### src/rtl/alu_iter_exec.sv
// Multi-cycle ALU execute stage: logic/arith ops in one cycle, shifts iterated one bit per cycle.
// Request accepted on in_valid & in_ready; result held on out_valid until out_ready.
module alu_iter_exec #(
  parameter int XLEN = 32,
  parameter int SHW  = $clog2(XLEN)
) (
  input  logic            clk,
  input  logic            rst_n,
  input  logic            in_valid,
  output logic            in_ready,
  input  logic [3:0]      alu_sel,
  input  logic [XLEN-1:0] op_a,
  input  logic [XLEN-1:0] op_b,
  output logic            out_valid,
  input  logic            out_ready,
  output logic [XLEN-1:0] result,
  output logic            zero,
  output logic            illegal,
  output logic [1:0]      dbg_state
);

  // ALUSel encoding: {funct7[5], funct3} of the RV32I R-type ops.
  localparam logic [3:0] ALU_ADD  = 4'b0000;
  localparam logic [3:0] ALU_SUB  = 4'b1000;
  localparam logic [3:0] ALU_SLL  = 4'b0001;
  localparam logic [3:0] ALU_SLT  = 4'b0010;
  localparam logic [3:0] ALU_SLTU = 4'b0011;
  localparam logic [3:0] ALU_XOR  = 4'b0100;
  localparam logic [3:0] ALU_SRL  = 4'b0101;
  localparam logic [3:0] ALU_SRA  = 4'b1101;
  localparam logic [3:0] ALU_OR   = 4'b0110;
  localparam logic [3:0] ALU_AND  = 4'b0111;

  typedef enum logic [1:0] {
    S_IDLE  = 2'd0,
    S_SHIFT = 2'd1,
    S_DONE  = 2'd2
  } state_t;

  state_t          state_q;
  logic            in_ready_q;
  logic            out_valid_q;
  logic [XLEN-1:0] result_q;
  logic            zero_q;
  logic            illegal_q;
  logic [3:0]      sel_q;
  logic [XLEN-1:0] acc_q;
  logic [SHW-1:0]  cnt_q;

  logic [SHW-1:0]  shamt;
  logic            is_shift;
  logic [XLEN-1:0] alu_d;
  logic            illegal_d;
  logic [XLEN-1:0] acc_d;

  assign shamt     = op_b[SHW-1:0];
  assign is_shift  = (alu_sel == ALU_SLL) || (alu_sel == ALU_SRL) || (alu_sel == ALU_SRA);
  assign in_ready  = in_ready_q;
  assign out_valid = out_valid_q;
  assign result    = result_q;
  assign zero      = zero_q;
  assign illegal   = illegal_q;
  assign dbg_state = state_q;

  // Single-cycle result; shifts pass op_a through so shamt==0 completes here too.
  always_comb begin
    alu_d     = '0;
    illegal_d = 1'b0;
    case (alu_sel)
      ALU_ADD:  alu_d = op_a + op_b;
      ALU_SUB:  alu_d = op_a - op_b;
      ALU_SLT:  alu_d = {{(XLEN-1){1'b0}}, ($signed(op_a) < $signed(op_b))};
      ALU_SLTU: alu_d = {{(XLEN-1){1'b0}}, (op_a < op_b)};
      ALU_XOR:  alu_d = op_a ^ op_b;
      ALU_OR:   alu_d = op_a | op_b;
      ALU_AND:  alu_d = op_a & op_b;
      ALU_SLL, ALU_SRL, ALU_SRA: alu_d = op_a;
      default:  illegal_d = 1'b1;
    endcase
  end

  // One-bit shift step applied to the accumulator in SHIFT.
  always_comb begin
    acc_d = acc_q;
    case (sel_q)
      ALU_SLL: acc_d = {acc_q[XLEN-2:0], 1'b0};
      ALU_SRL: acc_d = {1'b0, acc_q[XLEN-1:1]};
      default: acc_d = {acc_q[XLEN-1], acc_q[XLEN-1:1]};
    endcase
  end

  always_ff @(posedge clk or negedge rst_n) begin
    if (!rst_n) begin
      state_q     <= S_IDLE;
      in_ready_q  <= 1'b1;
      out_valid_q <= 1'b0;
      result_q    <= '0;
      zero_q      <= 1'b1;
      illegal_q   <= 1'b0;
      sel_q       <= ALU_ADD;
      acc_q       <= '0;
      cnt_q       <= '0;
    end else begin
      case (state_q)
        S_IDLE: begin
          if (in_valid) begin
            sel_q      <= alu_sel;
            in_ready_q <= 1'b0;
            if (is_shift && (shamt != '0)) begin
              acc_q   <= op_a;
              cnt_q   <= shamt;
              state_q <= S_SHIFT;
            end else begin
              result_q    <= alu_d;
              zero_q      <= (alu_d == '0);
              illegal_q   <= illegal_d;
              out_valid_q <= 1'b1;
              state_q     <= S_DONE;
            end
          end
        end
        S_SHIFT: begin
          acc_q <= acc_d;
          cnt_q <= cnt_q - 1'b1;
          if (cnt_q == SHW'(1)) begin
            result_q    <= acc_d;
            zero_q      <= (acc_d == '0);
            illegal_q   <= 1'b0;
            out_valid_q <= 1'b1;
            state_q     <= S_DONE;
          end
        end
        S_DONE: begin
          // Retire only; the next request waits for IDLE, giving a 2-cycle issue interval.
          if (out_ready) begin
            out_valid_q <= 1'b0;
            in_ready_q  <= 1'b1;
            state_q     <= S_IDLE;
          end
        end
        default: begin
          out_valid_q <= 1'b0;
          in_ready_q  <= 1'b1;
          state_q     <= S_IDLE;
        end
      endcase
    end
  end

endmodule

### config.mk
export PLATFORM = sky130hd
export DESIGN_NAME = alu_iter_exec
export DESIGN_NICKNAME = d
export VERILOG_FILES = /design/src/rtl/alu_iter_exec.sv
export SDC_FILE = /design/constraint.sdc
export NUM_CORES = 1
export LEC_CHECK = 0
export CORE_ASPECT_RATIO = 0.7
export CORE_UTILIZATION = 25
export CTS_CLUSTER_DIAMETER = 30
export CTS_CLUSTER_SIZE = 20
export DETAILED_ROUTE_END_ITERATION = 6
export PLACE_DENSITY_LB_ADDON = 0.3
export SYNTH_ARGS = -nofsm -noshare
export SYNTH_HDL_FRONTEND = slang
export SYNTH_SLANG_ARGS = --single-unit
### constraint.sdc
create_clock -name clk -period 2.95 [get_ports clk]
set_input_delay 0.295 -clock clk [delete_from_list [all_inputs] [get_ports clk]]
set_output_delay 0.295 -clock clk [all_outputs]
set_load 0.005 [all_outputs]
# == Word-level counts from Yosys, hierarchy flattened ==
# Index checks and enable logic that the tools add are counted.
# word_totals
ff_bits,79
wordCells,88
# op_classes
n_addsub,3
order_cmp,2
n_eq_ne,19
n_mux,34
bitwise_logic,4
n_reduce_logical,17
# ops
operator,count
$pmux W32 S8,1
$pmux W32 S2,3
$mux W32,5
$logic_not A32 Y1,2
$lt A32 B32 Y1,2
$add A32 B32 Y32,1
$and A32 B32 Y32,1
$or A32 B32 Y32,1
$sub A32 B32 Y32,1
$xor A32 B32 Y32,1
$eq A4 B3 Y1 const B,5
$mux W1,13
$mux W5,2
$ne A2 B2 Y1 const B,5
$pmux W5 S2,1
$reduce_or A10 Y1,1
$reduce_and A3 Y1,3
$eq A4 B1 Y1 const B,2
$eq A4 B2 Y1 const B,2
$eq A4 B4 Y1 const B,2
$mux W2,4
$reduce_and A4 Y1,2
$pmux W1 S3,2
$pmux W2 S3,1
14 further kinds,16

# == Longest topological paths before layout ==
# depth
depth_word,7
mapped_depth,14
depth_no_buf,14

# == Worst setup path before layout ==
# OpenSTA, ideal clock, no wires.
# synth_timing
kind,input to register
start,in op_a[0]
end,"reg zero_q, in the netlist zero"
setup_ns,0.086
arrival_time_ns,3.270
setup_slack_ns,-0.406
path_stages,12
path_buffers,0
cell_sequence,ha_1 fa_1 a21o_1 a221oi_2 o22ai_2 a211oi_2 nor2_1 xnor2_1 a211oi_1 o211ai_1 or4_1 o31ai_2
# synth_via
elab_chain_cells,6
elab_cells_between_ends,12
cone_classes,2 x add/sub; 2 x order compare; 4 x mux; 3 x bitwise; 1 x reduce/logical
# synth_lines
element,line,source
"start, declared",12,"input logic [XLEN-1:0] op_a,"
"$sub A32 B32 Y32, or another cell as far along",71,ALU_SUB: alu_d = op_a - op_b;
$pmux W32 S8 (*),69,case (alu_sel)
$logic_not A32 Y1 (*),115,zero_q <= (alu_d == '0);
$mux W1 (*),109,if (is_shift && (shamt != '0)) begin
$mux W1 (*),106,if (in_valid) begin
$pmux W1 S2 (*),104,case (state_q)
"end signal, assigned",115,
"end signal, assigned",127,zero_q <= (acc_d == '0);
"end, declared",44,logic zero_q;
# Every way passes the cells marked *; elsewhere a longest branch is shown, timed or not. The select of a mux whose other input is x is not followed.
# A chain may end at the register's enable or synchronous reset.

# == Worst setup path after layout ==
# layout_timing
start,in alu_sel[3]
end,"reg zero_q, in the netlist zero"
# layout_via
elab_chain_cells,7
elab_cells_between_ends,21
cone_classes,10 x eq/ne; 4 x mux; 7 x reduce/logical
# layout_lines
element,line,source
"start, declared",11,"input logic [3:0] alu_sel,"
"$eq A4 B1 Y1, or another cell as far along","57, 69",
$reduce_or A3 Y1,n/a,
$pmux W32 S8,69,
$logic_not A32 Y1,115,
$mux W1,109,
$mux W1,106,
$pmux W1 S2,104,
# Parallel ways exist; a longest one is shown, timed or not. The select of a mux whose other input is x is not followed.

==> qor.csv <==
stage,metric,value,unit
cells_and_area,multi_input_area,8970,sq um
hold_path,hold_path.class,in -> reg,
logic_synthesis,synth_edf_count,0,
detailed_routing,drt_iter0_drc,1325,
sta,rsz0062_at_grt,true,
worst_setup_path,worst_path_most_repeated_cell,buf_4,
detailed_routing,first_pass_iters,6,
sta,worstMarginPinSlew,0.826,ns
hold_path,min_path_cells,4,
detailed_routing,routedWlPerCell,20.8,um
global_routing,track_usage,0.251,
cts,clock_latency,0.35,ns
logic_synthesis,synth_top_area_cell,dfrtp_1,
power,p_leak,7.96,nW
logic_synthesis,ys_warn_count,0,
worst_setup_path,rr_endpoint,zero,
cts,cts.sinks,79,
cts,h-tree-depth,3,
cells_and_area,drive_gt1_frac,0.446,
floorplan,die_w,244,um
floorplan,die_area,41700,sq um
logic_synthesis,synth_cells,1422,
cts,cts_buffers,9,
logic_synthesis,synthArstFlopShare,1.00,
cells_and_area,fin_area,17700,sq um
power,worst_ir_drop_vdd,0.397,mV
worst_setup_path,end_kind,flip-flop,
detailed_routing,wl,53.1,mm
logic_synthesis,synthesis.nets,1601,
placement,port_buffers,109,
sta,report.final.setup_viol,1,
outcome,violations,negative setup slack,
sta,finalCritPeriodShare,1.07,
worst_setup_path,cp_slowest_cell,or3_4,
sta,tns,-0.214,ns
detailed_routing,viasPerCell,5.34,
cells_and_area,area_growth_syn_to_layout,73.0,%
floorplan,dieHeight,171,um
logic_synthesis,synth_area_per_cell,7.19,sq um
global_routing,grt_max_degree,82,
floorplan,rows,61,
cells_and_area,fin_util,0.442,
worst_setup_path,slowest_delay,0.42,ns
logic_synthesis,synthTopCellsByArea,"dfrtp_1 (19%), ha_1 (13%), o21ai_0 (8.1%)",
worst_setup_path,reg2reg_setup_slack,-0.13,ns
logic_synthesis,seq_area_frac_synth,0.194,
cts,cts_buffer_depth,2,
detailed_routing,remaining_drc_errors,0,
detailed_routing,num_vias,13602,
sta,slew_violations,0,
cts,root_buffer,clkbuf_16,
logic_synthesis,synthesis.area,10200,sq um
worst_setup_path,cp-start-kind,primary input,
sta,fmax,0.316,GHz
floorplan,start_util,0.255,
logic_synthesis,netlist.area_leader.share,0.189,
cells_and_area,final.fill_count,4068,
worst_setup_path,reg2reg_depth,12,
sta,min_period,3.16,ns
global_routing,antenna_found_initial,0,
logic_synthesis,post_synth_num_cell_types,100,
cts,clkTransAtPathRegs,0.06,ns
worst_setup_path,crit_arrival,3.44,ns
worst_setup_path,crit_chain,"dlygate4sd2_1, buf_4, buf_4, or4b_4, buf_4, nor2_1, a21oi_1, o211ai_1, or3_4, nor4_4, nand4_1, nor4b_2, buf_4, nand4_1, o31ai_2",
job,max-cap-violations,0,
sta,max_slew_margin,0.450,
global_routing,grt_overflow,0,
floorplan,pin_count,110,
logic_synthesis,ys.flop_type,dfrtp_1,
cells_and_area,mostFrequentLayoutCells,"buf_4 (523), nand2_1 (189), o21ai_0 (126), nor2_1 (81), dfrtp_1 (77)",
global_routing,grt_pass1_vias,13142,
worst_setup_path,crit_fanout,13,
placement,place_congestion,1.01,
global_routing,grt_pass1_wl,79.8,mm
sta,hold_viol_final,0,
floorplan,core,40000,sq um
power,power_density,445,nW/um^2
sta,layout_setup_ws,-0.214,ns
cells_and_area,final_common_cell,buf_4,
hold_path,hold_path.startpoint,op_b[2],
worst_setup_path,worst_ep_required_time,3.22,ns
worst_setup_path,r2r_start,cnt_q[1],
logic_synthesis,ys_ff_latch,79,
placement,place_area,15300,sq um
worst_setup_path,crit_type,in -> reg,
cts,cts_tree,yes,
cells_and_area,regArea,1980,sq um
detailed_routing,antenna_left,0,
hold_path,hold_path_end,cnt_q[2],
sta,skew,0.00662,ns
placement,hpwl,42.1,mm
cells_and_area,nets,2185,
outcome,outcome,finished with violations,
==> layout make-up <==
cell class,count,share of cell area
tap,535,0.0379
sequential,79,0.112
clock inverter,2,0.000708
timing repair buffer,667,0.306
antenna,1,0.000142
inverter,101,0.0216
clock buffer,13,0.0136
multi-input combinational,1148,0.508
==> cell usage after synthesis (13+ instances only) <==
| cell | number |
|---|---|
| nand2_1 | 199 |
| o21ai_0 | 165 |
| ha_1 | 105 |
| a21oi_1 | 99 |
| inv_1 | 98 |
| nor2_1 | 91 |
| dfrtp_1 | 77 |
| clkbuf_1 | 58 |
| nand3_1 | 53 |
| nor3_1 | 36 |
| buf_2 | 22 |
| nor4_1 | 22 |
| o211ai_1 | 22 |
| a211oi_1 | 21 |
| a21o_1 | 18 |
| o31ai_1 | 16 |
| nand2b_1 | 14 |
| nand4_1 | 14 |
| o21a_1 | 13 |
==> where the power goes <==
part / internal (mW) / switching, mW / total, mW
Clock: 0.565 / 0.453 / 1.02
Sequential: 1.57 / 0.458 / 2.03
Combinational: 2.32 / 2.50 / 4.83
Total: 4.46 / 3.41 / 7.87
==> what timing repair did <==
action,4_1_cts,5_1_grt
hold endpoints to repair,40,0
hold buffers,1,0
resized for setup,334,173
pin swaps,99,90
endpoints found under the setup margin,24,19
gates cloned,1,0
buffers inserted,66,25
==> worst max path at each step <==
stage,from,end,slack (ns),cells after the start
6_report,alu_sel[3],zero,-0.21,15
5_1_grt,alu_sel[0],zero,-0.32,14
4_1_cts,op_a[20],zero,-0.20,14
3_5_place_dp,op_a[0],result[30],-1.39,16
3_3_place_gp,op_a[0],result[30],-1.40,16
2_1_floorplan,op_a[0],zero,-0.13,12
==> flip-flops by register name, summed over array words and instances (netlist names) <==
name	cells
out_valid	1
zero	1
in_ready	1
dbg_state	2
illegal	1
cnt_q	5
sel_q	4
acc_q	32
result	32
==> logic make-up (layout without fill, tap and decap cells) <==
kind of cell | after synthesis | after routing | synth area share
and+or+nand+nor | 514 | 514 | 0.245
AOI/OAI and AO/OA | 505 | 505 | 0.330
buffers and inverters | 195 | 783 | 0.0776
adders and majority gates | 107 | 107 | 0.133
DFF | 79 | 79 | 0.194
muxes | 16 | 16 | 0.0162
xor gates and xnor gates | 6 | 6 | 0.00514
other | 0 | 1 | 0
==> metal layers <==
layer | routed length (um) | part of all wire | up-vias | GRT usage
li1 | - | - | 6361 | -
met1 | 25000 | 0.47 | 6576 | 0.364
met2 | 22700 | 0.43 | 582 | 0.386
met3 | 3930 | 0.074 | 83 | 0.0334
met4 | 1510 | 0.029 | 0 | 0.0690
met5 | 0 | 0 | - | 0
==> worst max-delay path, delay by kind of cell <==
family	cells	cell delay (ns)
compound gates	3	0.50
simple gates	7	1.68
buf+inv	5	0.94
==> through the flow <==
stage | instances | total power, mW | hold WS (ns) | setup WS [ns]
6_report | 2546 | 7.87 | 0.406 | -0.214
5_1_grt | 2545 | 8.42 | 0.421 | -0.318
4_1_cts | 2528 | 7.68 | 0.436 | -0.196
3_5_place_dp | 2447 | 6.21 | 0.353 | -1.39
3_3_place_gp | 2447 | 6.17 | 0.359 | -1.40
2_1_floorplan | 1422 | 3.89 | -0.000591 | -0.134
(Power assumes the default switching activity.)
